[src/rtl/sap_controller.sv]
// SAP-1 controller-sequencer: six-state ring counter (T1-T6) plus HALT,
// producing the per-cycle control word for the bus-attached datapath.
module sap_controller #(
  parameter logic [3:0] OP_LDA = 4'h0,
  parameter logic [3:0] OP_ADD = 4'h1,
  parameter logic [3:0] OP_SUB = 4'h2,
  parameter logic [3:0] OP_OUT = 4'hE,
  parameter logic [3:0] OP_HLT = 4'hF
) (
  input  logic       clk,
  input  logic       reset,
  input  logic [3:0] opcode,
  output logic       cp,
  output logic       ep,
  output logic       low_lm,
  output logic       low_ce,
  output logic       low_li,
  output logic       low_ei,
  output logic       low_la,
  output logic       ea,
  output logic       su,
  output logic       eu,
  output logic       low_lb,
  output logic       low_lo,
  output logic [5:0] t_state,
  output logic       halt
);

  typedef enum logic [2:0] {
    S_T1   = 3'd0,
    S_T2   = 3'd1,
    S_T3   = 3'd2,
    S_T4   = 3'd3,
    S_T5   = 3'd4,
    S_T6   = 3'd5,
    S_HALT = 3'd6
  } state_t;

  state_t state;
  state_t state_next;

  always_ff @(posedge clk) begin
    if (reset) begin
      state <= S_T1;
    end else begin
      state <= state_next;
    end
  end

  always_comb begin
    state_next = state;
    unique case (state)
      S_T1:    state_next = S_T2;
      S_T2:    state_next = S_T3;
      S_T3:    state_next = S_T4;
      S_T4:    state_next = (opcode == OP_HLT) ? S_HALT : S_T5;
      S_T5:    state_next = S_T6;
      S_T6:    state_next = S_T1;
      S_HALT:  state_next = S_HALT;
      default: state_next = S_T1;
    endcase
  end

  // Reset forces the idle word even though the state register already reads T1,
  // so a reset landing mid-instruction never fires a load.
  always_comb begin
    cp     = 1'b0;
    ep     = 1'b0;
    low_lm = 1'b1;
    low_ce = 1'b1;
    low_li = 1'b1;
    low_ei = 1'b1;
    low_la = 1'b1;
    ea     = 1'b0;
    su     = 1'b0;
    eu     = 1'b0;
    low_lb = 1'b1;
    low_lo = 1'b1;
    if (!reset) begin
      case (state)
        S_T1: begin
          ep     = 1'b1;
          low_lm = 1'b0;
        end
        S_T2: begin
          cp = 1'b1;
        end
        S_T3: begin
          low_ce = 1'b0;
          low_li = 1'b0;
        end
        S_T4: begin
          if (opcode == OP_LDA || opcode == OP_ADD || opcode == OP_SUB) begin
            low_ei = 1'b0;
            low_lm = 1'b0;
          end else if (opcode == OP_OUT) begin
            ea     = 1'b1;
            low_lo = 1'b0;
          end
        end
        S_T5: begin
          if (opcode == OP_LDA) begin
            low_ce = 1'b0;
            low_la = 1'b0;
          end else if (opcode == OP_ADD || opcode == OP_SUB) begin
            low_ce = 1'b0;
            low_lb = 1'b0;
            su     = (opcode == OP_SUB);
          end
        end
        S_T6: begin
          if (opcode == OP_ADD || opcode == OP_SUB) begin
            eu     = 1'b1;
            low_la = 1'b0;
            su     = (opcode == OP_SUB);
          end
        end
        default: ;
      endcase
    end
  end

  always_comb begin
    t_state = '0;
    halt    = 1'b0;
    case (state)
      S_T1:    t_state = 6'b000001;
      S_T2:    t_state = 6'b000010;
      S_T3:    t_state = 6'b000100;
      S_T4:    t_state = 6'b001000;
      S_T5:    t_state = 6'b010000;
      S_T6:    t_state = 6'b100000;
      S_HALT:  halt    = 1'b1;
      default: t_state = '0;
    endcase
  end

endmodule

[config.mk]
export PLATFORM = sky130hd
export DESIGN_NAME = sap_controller
export DESIGN_NICKNAME = d
export VERILOG_FILES = /design/src/rtl/sap_controller.sv
export SDC_FILE = /design/constraint.sdc
export NUM_CORES = 1
export LEC_CHECK = 0
export ABC_CLOCK_PERIOD_IN_PS = 3150
export BUFFER_PORTS_ARGS = -buffer_cell sky130_fd_sc_hd__buf_2
export CORE_AREA = 2 2 39 41
export DETAILED_ROUTE_END_ITERATION = 8
export DIE_AREA = 0 0 41 43
export GPL_ROUTABILITY_DRIVEN = 0
export HOLD_SLACK_MARGIN = 0.15
export PLACE_DENSITY = 0.61
export REMOVE_ABC_BUFFERS = 1
export SLEW_MARGIN = 20
export SYNTH_ARGS = -nofsm -noshare
export SYNTH_HDL_FRONTEND = slang
export SYNTH_SLANG_ARGS = --single-unit
[constraint.sdc]
create_clock -name clk -period 3.15 [get_ports clk]
set_input_delay 0.7875 -clock clk [delete_from_list [all_inputs] [get_ports clk]]
set_output_delay 0.7875 -clock clk [all_outputs]
set_load 0.01 [all_outputs]
Word-level counts from Yosys, hierarchy flattened
Index checks and enable logic that the tools add are counted.
Word-level totals
  flip-flop bits (word level): 3
  output and inout port bits: 19
  word-level logic and storage cells: 56
Cells by class
  equality and inequality tests: 10
  mux-type cells: 40
  reduce and logical (&&, ||, !) cells: 5
Operator list (number)
  $pmux W6 S6: 1
  $mux W1: 33
  $pmux W3 S6: 1
  $eq A3 B3 Y1 const B: 3
  $eq A4 B4 Y1 const B: 2
  $pmux W1 S2: 4
  $eq A3 B2 Y1 const B: 2
  $eq A4 B1 Y1 const B: 1
  $eq A4 B2 Y1 const B: 1
  $logic_not A4 Y1: 1
  $eq A3 B1 Y1 const B: 1
  $logic_not A3 Y1: 1
  $logic_or A1 B1 Y1: 3
  $mux W2: 1

Depth between registers and ports, before layout
Gate-level depths: netlist (run 1).
  word-level depth: 6
  gate-level depth with buffers: 5

Worst setup path before layout (run 1)
OpenSTA, ideal clock, no wires.
  path kind: input-to-output
  start point: input reset
  end point: output eu
  arrival time: 1.730 ns
  path slack: 0.632 ns
  stages on the path: 4
  buffers on the path: 1
  cells stage by stage: clkbuf_1 > nor3_1 > nand2_1 > nor3b_1
On the way
  cells in the longest elaborated chain, start to end: 1
Ends and longest elaborated chain
  start: declaration: RTL line 11  | input logic reset,
  $mux W1: RTL line 79  | if (!reset) begin
  end: declaration: RTL line 22  | output logic eu,
Every way passes these cells.

Final worst setup path (run 1)
  start point: register state[0]
  end point: output low_lo
On the way
  cells in the longest elaborated chain, start to end: 3
Ends and longest elaborated chain
  start: declaration: RTL line 39  | state_t state;
  start signal: assignment: RTL line 46  | state <= state_next;
  $eq A3 B2 Y1: RTL line 80  | case (state)
  $mux W1: RTL line 80
  $mux W1: RTL line 79
  end: declaration: RTL line 24  | output logic low_lo,
Every way passes these cells.

==> results of run 1 <==
## power by group through the flow
stage	clock, mW	sequential, mW	combinational (mW)
finish	0.0666	0.0490	0.0447
global route	0.0734	0.0503	0.0500
CTS	0.0704	0.0490	0.0448
detailed placement	0	0.0496	0.0445
global placement	0	0.0497	0.0447
floorplan	0	0.0477	0.0253
## metrics by stage
step | util, % | hold slack [ns] | power [mW] | std cells
3_3_place_gp | 32.1 | 0.574 | 0.0944 | 84
2_1_floorplan | - | 0.523 | 0.0729 | 43
3_5_place_dp | 32.1 | 0.570 | 0.0940 | 84
4_1_cts | 34.0 | 0.580 | 0.164 | 88
5_1_grt | 34.0 | 0.661 | 0.174 | 88
6_report | 34.0 | 0.589 | 0.160 | 88
## cell usage in the layout (no fill, tap or decap), drive strengths merged, types with 2 or more instances in the layout
| cell type | Yosys | layout |
|---|---|---|
| or2 | 2 | 2 |
| and3 | 2 | 2 |
| and2 | 2 | 2 |
| inv | 2 | 2 |
| a21oi | 2 | 2 |
| nor2 | 3 | 3 |
| buf | 2 | 25 |
| o21ai | 2 | 2 |
| nand2b | 2 | 2 |
| clkbuf | 2 | 4 |
| dfxtp | 3 | 3 |
| nor4 | 3 | 3 |
| nor3 | 4 | 4 |
| nand4 | 2 | 2 |
| nand2 | 5 | 5 |
## metal layers
metal	GRT usage, %	wire, µm	vias to the layer above
li1	-	-	218
met1	17.9	455	169
met2	13.1	345	21
met3	2.62	90	0
met4	8.00	0	0
met5	0	0	-
## cell families after synthesis
kind of cell / count (synthesis) / share of synthesized area [%]
and+or+nand+nor: 30 / 55.0
buffers and inverters: 6 / 10.5
DFF: 3 / 18.6
AOI/OAI and AO/OA: 7 / 13.2
xor gates and xnor gates: 1 / 2.71
## worst min-delay path by stage
stage / start / to / slack, ns / cells after the start
global placement: state[2] / state[2] / 0.57 / 2
CTS: state[2] / state[2] / 0.58 / 2
finish: state[2] / state[2] / 0.59 / 2
floorplan: state[2] / state[2] / 0.52 / 2
global route: state[2] / state[2] / 0.66 / 2
detailed placement: state[2] / state[2] / 0.57 / 2
## final cells by class
class / instances / area, µm² / share of cell area, %
inverters: 2 / 7.51 / 1.60
multi-input cells: 38 / 229 / 48.7
well taps: 16 / 20.0 / 4.26
flip-flops and latches: 3 / 60.1 / 12.8
repair buffers: 25 / 128 / 27.1
clock buffers: 4 / 26.3 / 5.59
## worst max-delay path, delay by kind of cell (launching register included)
family                 cells  cell delay [ns]
and+or+nand+nor            2             0.80
DFF                        1             0.54
buffers and inverters      2             0.30
==> summary by stage, run 1 <==
Outcome
The flow ran to the end, and the final reports show no timing, DRC or antenna violations.

Clock network
Buffers added to address setup during post-CTS repair amount to 0. Counting the buffers created by CTS gives 3. TritonCTS built the clock tree.

The number of gates given a new drive strength after cts is 0. The clock-pin slew of the registers on the worst-case setup and hold paths is 0.04 ns. The number of clock sinks seen by CTS is 3. The depth of the CTS H-tree is 1. The clock tree root buffer cell is sky130_fd_sc_hd__clkbuf_4.

The hold buffer count at CTS is 0. The maximum count of clock buffers along a single path is 2. For the worst-skew pair, the clock arrives at the later sink with an insertion delay of 0.23 ns.

Setup path
The register-to-register setup slack is 1.97 ns. The slowest stage of the critical path belongs to the cell sky130_fd_sc_hd__dfxtp_1. The end of the worst register-to-register path is state[2]. The signal on the critical path passes through inv_2, or2_4, or4_4, buf_2.

The startpoint-to-endpoint class of the critical path is flip-flop to output pin. The beginning of the critical path is state[0]. The largest stage delay on the critical path is 0.54 ns. Following the worst setup path forward leads to its endpoint at low_lo. The nature of the critical path startpoint is a flip-flop. The kind of capture point of the worst setup path is an output pin. STA puts the critical path data required time at 2.36 ns. The number of cells on the worst reg-to-reg path is 3.

In this run the worst path has a maximum fanout of 12. The startpoint identified for the worst register-to-register timing path is state[0]. The endpoint arrival time on the critical path is 1.88 ns.

Place
The worst slack at placement is 0.589 ns. The post-detailed-placement cell area is 444 µm². The count of buffers inserted at the top-level ports is 24. Once detailed placement completed, the half-perimeter wirelength came to 651 µm.

Synth
Dividing the synthesized area by the synthesized cell count gives 6.87 µm². The top flip-flop cell by instance count after synthesis is sky130_fd_sc_hd__dfxtp_1. In this run, synthesis inferred 0 flip-flops with an integrated enable.

The leading cell type by number of instances after synthesis is sky130_fd_sc_hd__nand2_1. Ranked by total cell area, the synthesized netlist is headed by sky130_fd_sc_hd__dfxtp_1, sky130_fd_sc_hd__nor3_1, sky130_fd_sc_hd__nand2_1, sky130_fd_sc_hd__nor4_1, sky130_fd_sc_hd__nand2b_4. The share of flip-flops with an asynchronous set or reset after synthesis is 0%. In the synthesized netlist, the number of instances is 47. Summed over all instances, the cell type with the most area after synthesis is sky130_fd_sc_hd__dfxtp_1.

The synthesized cell area is 323 µm². The distinct cell type count of the synthesized netlist is 28. The share of Yosys cell area claimed by the top area cell type is 18.6%. The commonest cells after synthesis are sky130_fd_sc_hd__nand2_1, sky130_fd_sc_hd__nor3_1, sky130_fd_sc_hd__dfxtp_1, sky130_fd_sc_hd__nor2_1, sky130_fd_sc_hd__nor4_1.

The sequential share of the synthesized area is 18.6%. Counting flops and latches in the post-synthesis netlist gives 3. During synthesis, Yosys emitted a total of 0 warnings.

STA
The final hold violation count is 0. The final total negative setup slack is 0 ns. On the final layout, the worst clock skew is 0.00149 ns. At the pin with the least slew margin, the transition time is 0.400 ns.

The number of slew-limit violations in the final report came to 0. Setup violations remaining at the end of the flow were counted as 0. The smallest clock period supported by the final layout is computed as 2.66 ns.

The period utilization is 84.6%. The worst path setup slack after routing is 0.486 ns. The timing-limited maximum frequency is 0.375 GHz. The relative slew slack is 73.1%. Setup repair after global routing left no endpoint under its margin.

Finish
Relative to the synthesized area, the layout overhead comes to 45.7%. Ranked by flip-flop count, first place goes to state. For this run, the post-layout net count is 79.

The number of flip-flops in the largest register is 3. The repair_antennas step left the layout with diodes totalling 0. The filler cells instantiated in the layout total 162. In the final layout, the registers with the most flip-flops are state x3. After routing the design area is 470 µm². In the final layout, the share of cells above drive strength 1 is 45.8%.

Floorplan
For this configuration, the core starts out at a cell density of 23.3%. The core area is 0.00138 mm². The die height is 43 µm. The die covers 0.00176 mm². Pin placement for this block handled 25 I/O pins. From left edge to right edge, the die measures 41 µm. Row generation in the floorplan step produced 14 rows.

Routing
After detailed routing, the number of vias per cell comes to 4.64. The antenna violation net count after detailed routing is 0. In this run, the number of DRC markers left after iteration 0 of detailed routing was 3. For this run, the detailed router's first-pass iteration total came to 3. After detailed routing, the number of remaining DRC violations is 0.

The per-cell routed wire length is 10.1 µm. The final layout contains routed wiring with a total length of 891 µm. The vias after detailed routing is 408.

Power and ir drop
The switching power total is 0.0523 mW. The clock share of power is 41.6%. Power spread over the standard cell area amounts to 341 mW/mm².

For this design the static power due to leakage is 0.223 nW. The portion of total power attributed to sequential cells is 30.5%. The worst-case IR drop observed on VDD is 0.0819 mV. The combinational fraction of design power is 27.9%.

Of the total power, the share spent switching nets is 32.6%. The internal power contribution is 0.108 mW.

Global routing
The aggregate global-route resource usage is 11.5%. The first global-routing pass estimated 1430 µm of wire. The pin count of the biggest net entering global routing is 13. The initial antenna violation count came to 0.

The overall overflow remaining after global route is 0. The via count of the first global-routing pass is 344.

Run
The tool flagged a number of max-cap violations equal to 0.

Worst hold path
The worst hold path belongs to the class flip-flop to flip-flop.
(Power assumes the default switching activity.)
==> inputs of run 2 (changes only) <==
--- a/config.mk
+++ b/config.mk
@@ -5,14 +5,14 @@
 export SDC_FILE = /design/constraint.sdc
 export NUM_CORES = 1
 export LEC_CHECK = 0
-export ABC_CLOCK_PERIOD_IN_PS = 3150
+export ABC_CLOCK_PERIOD_IN_PS = 2400
 export BUFFER_PORTS_ARGS = -buffer_cell sky130_fd_sc_hd__buf_2
 export CORE_AREA = 2 2 39 41
 export DETAILED_ROUTE_END_ITERATION = 8
 export DIE_AREA = 0 0 41 43
 export GPL_ROUTABILITY_DRIVEN = 0
 export HOLD_SLACK_MARGIN = 0.15
-export PLACE_DENSITY = 0.61
+export PLACE_DENSITY = 0.63
 export REMOVE_ABC_BUFFERS = 1
 export SLEW_MARGIN = 20
 export SYNTH_ARGS = -nofsm -noshare
==> constraint.sdc (replaced) <==
create_clock -name clk -period 2.4 [get_ports clk]
set_input_delay 0.6 -clock clk [delete_from_list [all_inputs] [get_ports clk]]
set_output_delay 0.6 -clock clk [all_outputs]
set_load 0.01 [all_outputs]
==> summary by stage, run 2 (synthesized netlist as in run 1, its figures left out) <==
STA
The clock arrives with 0.00105 ns of skew. At the pin with the least slew margin, the transition time is 0.344 ns. The number of slew-limit violations in the final report came to 0. The relative slew slack is 76.9%. After routing, the total negative slack on setup checks comes to 0 ns. Setup violations remaining at the end of the flow were counted as 0. The period utilization is 95.8%. Once routing completed, OpenROAD measured the worst setup slack at 0.100 ns.

Counting I/O delays and the setup requirement, the final critical path takes 2.30 ns. The timing-limited maximum frequency is 0.435 GHz. Setup repair after global routing left no endpoint under its margin. The final hold violation count is 0.

Floorplan
In this run the core area contains 14 standard-cell rows. The core area is 0.00138 mm². The number of top-level design ports is 25. The die width is 41 µm.

The die height is 43 µm. For this configuration, the core starts out at a cell density of 23.3%. The die covers 0.00176 mm².

Global routing
The overall overflow remaining after global route is 0. The initial antenna violation count is 0. The via count of the first global-routing pass came to 337.

The aggregate global-route resource usage is 11.6%. The global-route wire length before repair is 1410 µm. Entering global routing, the biggest net connects 12 pins.

Power and ir drop
For this design the total switching power over the nets is 0.0701 mW. Per report_power, the clock group accounts for 40.8% of the total. The leakage power is 0.233 nW. The portion of total power attributed to sequential cells is 26.9%.

Per report_power, the combinational group accounts for 32.3% of the total. The switching part of the total power is 32.5%. The maximum VDD drop is 0.136 mV. In this run the power density over the cells is 444 mW/mm². The internal power of the cells totals 0.145 mW.

Setup path
The required time of the worst setup path is 1.80 ns. The critical path is of the flip-flop to output pin type. The endpoint arrival time on the critical path is 1.70 ns. The worst setup path is captured at an output pin. Along the worst path, the maximum fanout reaches 10. The nature of the critical path startpoint is a flip-flop.

Routing
The via density per instance is 4.63. The DRC violation count after routing is 0. The vias after detailed routing is 417. The per-cell routed wire length is 10.3 µm. Wires add up to 931 µm. The count of nets left with antenna violations once routing finished came out at 0.

The first detailed-routing pass ran for 3 iterations. The first routing iteration left 3 violations.

Clock network
The number of hold buffers added after CTS was 0. Counting along the longest clock path gives a buffer depth of 2. In this run the number of H-tree levels came out at 1. TritonCTS created 3 clock buffers. The clock reaches the later pin of the worst-skew pair after 0.23 ns. The number of gates given a new drive strength after cts is 0. The tree built by TritonCTS fans out to 3 sinks. Buffers added to address setup during post-CTS repair amount to 0.

In this run the clock root is driven by a sky130_fd_sc_hd__clkbuf_4. The clock-pin slew of the registers on the worst-case setup and hold paths is 0.04 ns. The TritonCTS clock tree is built.

Finish
The synthesis-to-finish area growth is 50.4%. The register with the most flip-flops in the layout has 3 of them. In the layout the commonest cells are sky130_fd_sc_hd__buf_2, sky130_fd_sc_hd__nand2_1, sky130_fd_sc_hd__nor3_1. The utilization of the core after routing is 35.1%. The net count of the finished layout is 81. In the final layout, the registers with the most flip-flops are state x3. The final cell area excluding filler cells is 485 µm². The fraction of final layout cells sized beyond drive strength 1 is 47.3%. The filler cell count is 153. The most frequent standard cell in the layout excluding fill and tap cells is sky130_fd_sc_hd__buf_2.

0 antenna diodes ended up in the layout. Counting flops per register, the top entry is state.

Place
The detailed placer's ending HPWL is 697 µm. The count of buffers inserted at the top-level ports is 24. The post-detailed-placement cell area is 459 µm². The worst slack at placement is 0.256 ns.

Run
The count of maximum capacitance violations is 0.

Worst hold path
The tightest min-delay check is of the flip-flop to flip-flop type.

Outcome
The flow ran to the end, and the final reports show no timing, DRC or antenna violations.
==> run 2: path summary, 6_finish.rpt <==
check / startpoint / slack, ns / depth (start not counted) / end
setup / recovery: state[2] / 0.10 / 4 / low_lo
hold / removal: state[2] / 0.59 / 2 / state[2]
setup reg to reg: state[2] / 1.39 / 3 / state[2]
hold reg to reg: state[2] / 0.59 / 2 / state[2]
==> run 2: routing by layer <==
metal  routed length, µm  up-vias  global-route usage, %  share of wire, %
li1                    -      224                      -                 -
met1                 452      173                   16.3                49
met2                 408       20                   15.6                44
met3                  70        0                   3.14               7.5
met4                   0        0                   6.00                 0
met5                   0        -                      0                 0
==> run 2: power groups by stage <==
stage               clock network [mW]  logic [mW]  registers, mW
finish                          0.0880      0.0695         0.0580
global route                    0.0981      0.0764         0.0588
CTS                             0.0932      0.0698         0.0581
detailed placement                   0      0.0695         0.0588
global placement                     0      0.0690         0.0587
floorplan                            0      0.0332         0.0626
==> run 2: through the flow <==
step	hold slack, ns	std cells	total power, mW
after floorplan	0.523	43	0.0957
after global placement	0.573	86	0.128
after detailed placement	0.574	86	0.128
after CTS	0.585	90	0.221
after global routing	0.634	90	0.233
final	0.588	90	0.216
==> run 2: cell type report <==
type	count	area, µm²	area share (%)
clock buffers	4	26.3	5.41
inverters	2	7.51	1.55
multi-input cells	38	229	47.2
flip-flops and latches	3	60.1	12.4
well taps	16	20.0	4.12
repair buffers	27	143	29.4
==> run 2: critical path: stages, from the launching register on <==
cell                       delay [ns]
sky130_fd_sc_hd__dfxtp_1         0.38
sky130_fd_sc_hd__nand2b_4        0.19
sky130_fd_sc_hd__or2_4           0.24
sky130_fd_sc_hd__or4_4           0.50
sky130_fd_sc_hd__buf_2           0.15
==> inputs of run 3 (changes only) <==
--- a/config.mk
+++ b/config.mk
@@ -13,6 +13,7 @@
 export GPL_ROUTABILITY_DRIVEN = 0
 export HOLD_SLACK_MARGIN = 0.15
 export PLACE_DENSITY = 0.63
+export RECOVER_POWER = 50
 export REMOVE_ABC_BUFFERS = 1
 export SLEW_MARGIN = 20
 export SYNTH_ARGS = -nofsm -noshare
==> summary by stage, run 3 (synthesized netlist as in run 1, its figures left out) <==
Finish
The final cell count without fillers is 90. The largest registers in the layout are state x3. At the end of the flow, the number of nets in the layout was 81. The fraction of final layout cells sized beyond drive strength 1 is 35.1%.

The most frequent standard cell in the layout excluding fill and tap cells is sky130_fd_sc_hd__buf_2. The most flop-heavy register is state. Fill cells in the final layout number 158. The final cell area excluding filler cells is 472 µm².

The area growth from synthesis to layout is 46.1%. The number of antenna diodes in the final layout is 0. In the layout the commonest cells are sky130_fd_sc_hd__buf_2, sky130_fd_sc_hd__clkbuf_1, sky130_fd_sc_hd__nand2_1.

The utilization of the core after routing is 34.1%. The number of flip-flops in the largest register is 3.

Setup path
STA classifies the critical path endpoint as an output pin. The nature of the critical path startpoint is a flip-flop. For the worst setup path, the data arrival time is 1.70 ns. Of all nets on the critical path, the largest fanout is 10. The critical path is of the flip-flop to output pin type. For this run, the slowest stage of the critical path takes 0.50 ns.

Walking the worst path, the cells encountered are nand2b_4, or2_4, or4_4, buf_2. The standard cell with the maximum stage delay on the critical path is sky130_fd_sc_hd__or4_4. The required time of the worst setup path is 1.80 ns.

Floorplan
The initialized floorplan defines 14 standard-cell rows. The die height is 43 µm. The total die area is 0.00176 mm². The floorplan step set the die width to 41 µm. The core area is 0.00138 mm². 25 I/O pins were placed. For this configuration, the core starts out at a cell density of 23.3%.

STA
In the final timing run, aggregate negative setup slack is 0 ns. Dividing the final minimum period by the clock period gives 95.8%. Setup repair after global routing left no endpoint under its margin. The number of slew-limit violations in the final report is 0.

For the finished layout, the period the worst path requires is 2.30 ns. The final hold violation count is 0. Setup violations remaining at the end of the flow were counted as 0. For this run, the top clock speed supported by timing is 0.435 GHz. For the pin with the worst max-slew slack, the measured transition is 0.348 ns. The final hold slack is 0.588 ns.

The clock skew after layout is 0.00106 ns. Setup slack on the critical path of the routed design comes to 0.101 ns. The relative slew slack is 76.6%.

Place
The detailed placer's ending HPWL is 697 µm. The post-detailed-placement cell area is 459 µm². Including well taps, the total number of placed cells is 86. The count of buffers inserted at the top-level ports is 24. At the placement stage, the worst setup path has a slack of 0.256 ns.

Clock network
No sink is reached through more buffers than the 2 on the longest clock path. In this run, CTS created clock tree buffers numbering 3. For this design, the sink count on the clock tree is 3. The clock latency reported for the late side of the worst-skew pair is 0.23 ns. The depth of the CTS H-tree is 1. After clock tree synthesis, the repair step resized 0 gates. Post-CTS timing repair inserted 0 buffers for setup. The clock tree root buffer cell is sky130_fd_sc_hd__clkbuf_4.

After clock tree synthesis, the clock-pin slew on the worst setup and hold paths is 0.04 ns. Hold repair after CTS inserted 0 buffers. TritonCTS built the clock tree.

Power and ir drop
The leakage power is 0.201 nW. The maximum VDD drop is 0.136 mV. Overall power consumption after layout is estimated at 0.212 mW. The areal power density over the cells is 449 mW/mm².

Run
Across the run, the number of max-cap violations was 0.

Routing
The sum of routed wire length over all layers is 943 µm. The first-pass iteration count of the detailed router is 3. After detailed routing, the average wire length per cell comes to 10.5 µm. In the routed design, unresolved DRC markers number 0. In the routed layout, each cell is associated on average with a via count of 4.63.

In this run, the number of DRC markers left after iteration 0 of detailed routing was 2. The detail route stage leaves a number of antenna-violating nets equal to 0. The final route contains 417 vias.

Outcome
The flow ran to the end, and the final reports show no timing, DRC or antenna violations.

Global routing
In the global route stage, overall resource usage came out at 11.6%. The overall overflow remaining after global route is 0. The via count of the first global-routing pass is 337. The global-route wire length before repair is 1410 µm. The initial antenna violation count came to 0.

The pin count of the biggest net entering global routing is 12.

Worst hold path
The min-delay analysis places its worst path in the category flip-flop to flip-flop.
## run 3: changes by cell type in the layout (fill, tap and decap cells not counted), sizes merged
cell	change
buf	-9
clkbuf	+9
## run 3: metal layers
| metal | vias up | global-route usage, % | share of wire [%] |
|---|---|---|---|
| met1 | 173 | 16.3 | 48 |
| met4 | 0 | 6.00 | 0 |
| met2 | 20 | 15.6 | 44 |
| met5 | - | 0 | 0 |
| met3 | 0 | 3.14 | 7.4 |
| li1 | 224 | - | - |
## run 3: critical path: cells and delay by family (launching register included)
family,cells,cell delay [ns]
simple gates,3,0.93
buf+inv,1,0.15
flops,1,0.38
## run 3: layout make-up
cell class / count / area, µm² / share of cell area, %
clock buffer: 4 / 26.3 / 5.57
inverter: 2 / 7.51 / 1.59
multi-input combinational: 38 / 229 / 48.5
sequential: 3 / 60.1 / 12.7
tap: 16 / 20.0 / 4.24
timing repair buffer: 27 / 129 / 27.3
## run 3: power breakdown
part | internal (mW) | switching [mW] | total (mW)
clock | 0.0623 | 0.0257 | 0.0880
sequential | 0.0539 | 0.00410 | 0.0580
combinational | 0.0253 | 0.0407 | 0.0660
## run 3: worst paths after layout
| check | start | to | slack (ns) | cells after the start |
|---|---|---|---|---|
| max reg2reg | state[1] | state[1] | 1.26 | 3 |
| min reg2reg | state[2] | state[2] | 0.59 | 2 |
| max | state[2] | low_lo | 0.10 | 4 |
| min | state[2] | state[2] | 0.59 | 2 |
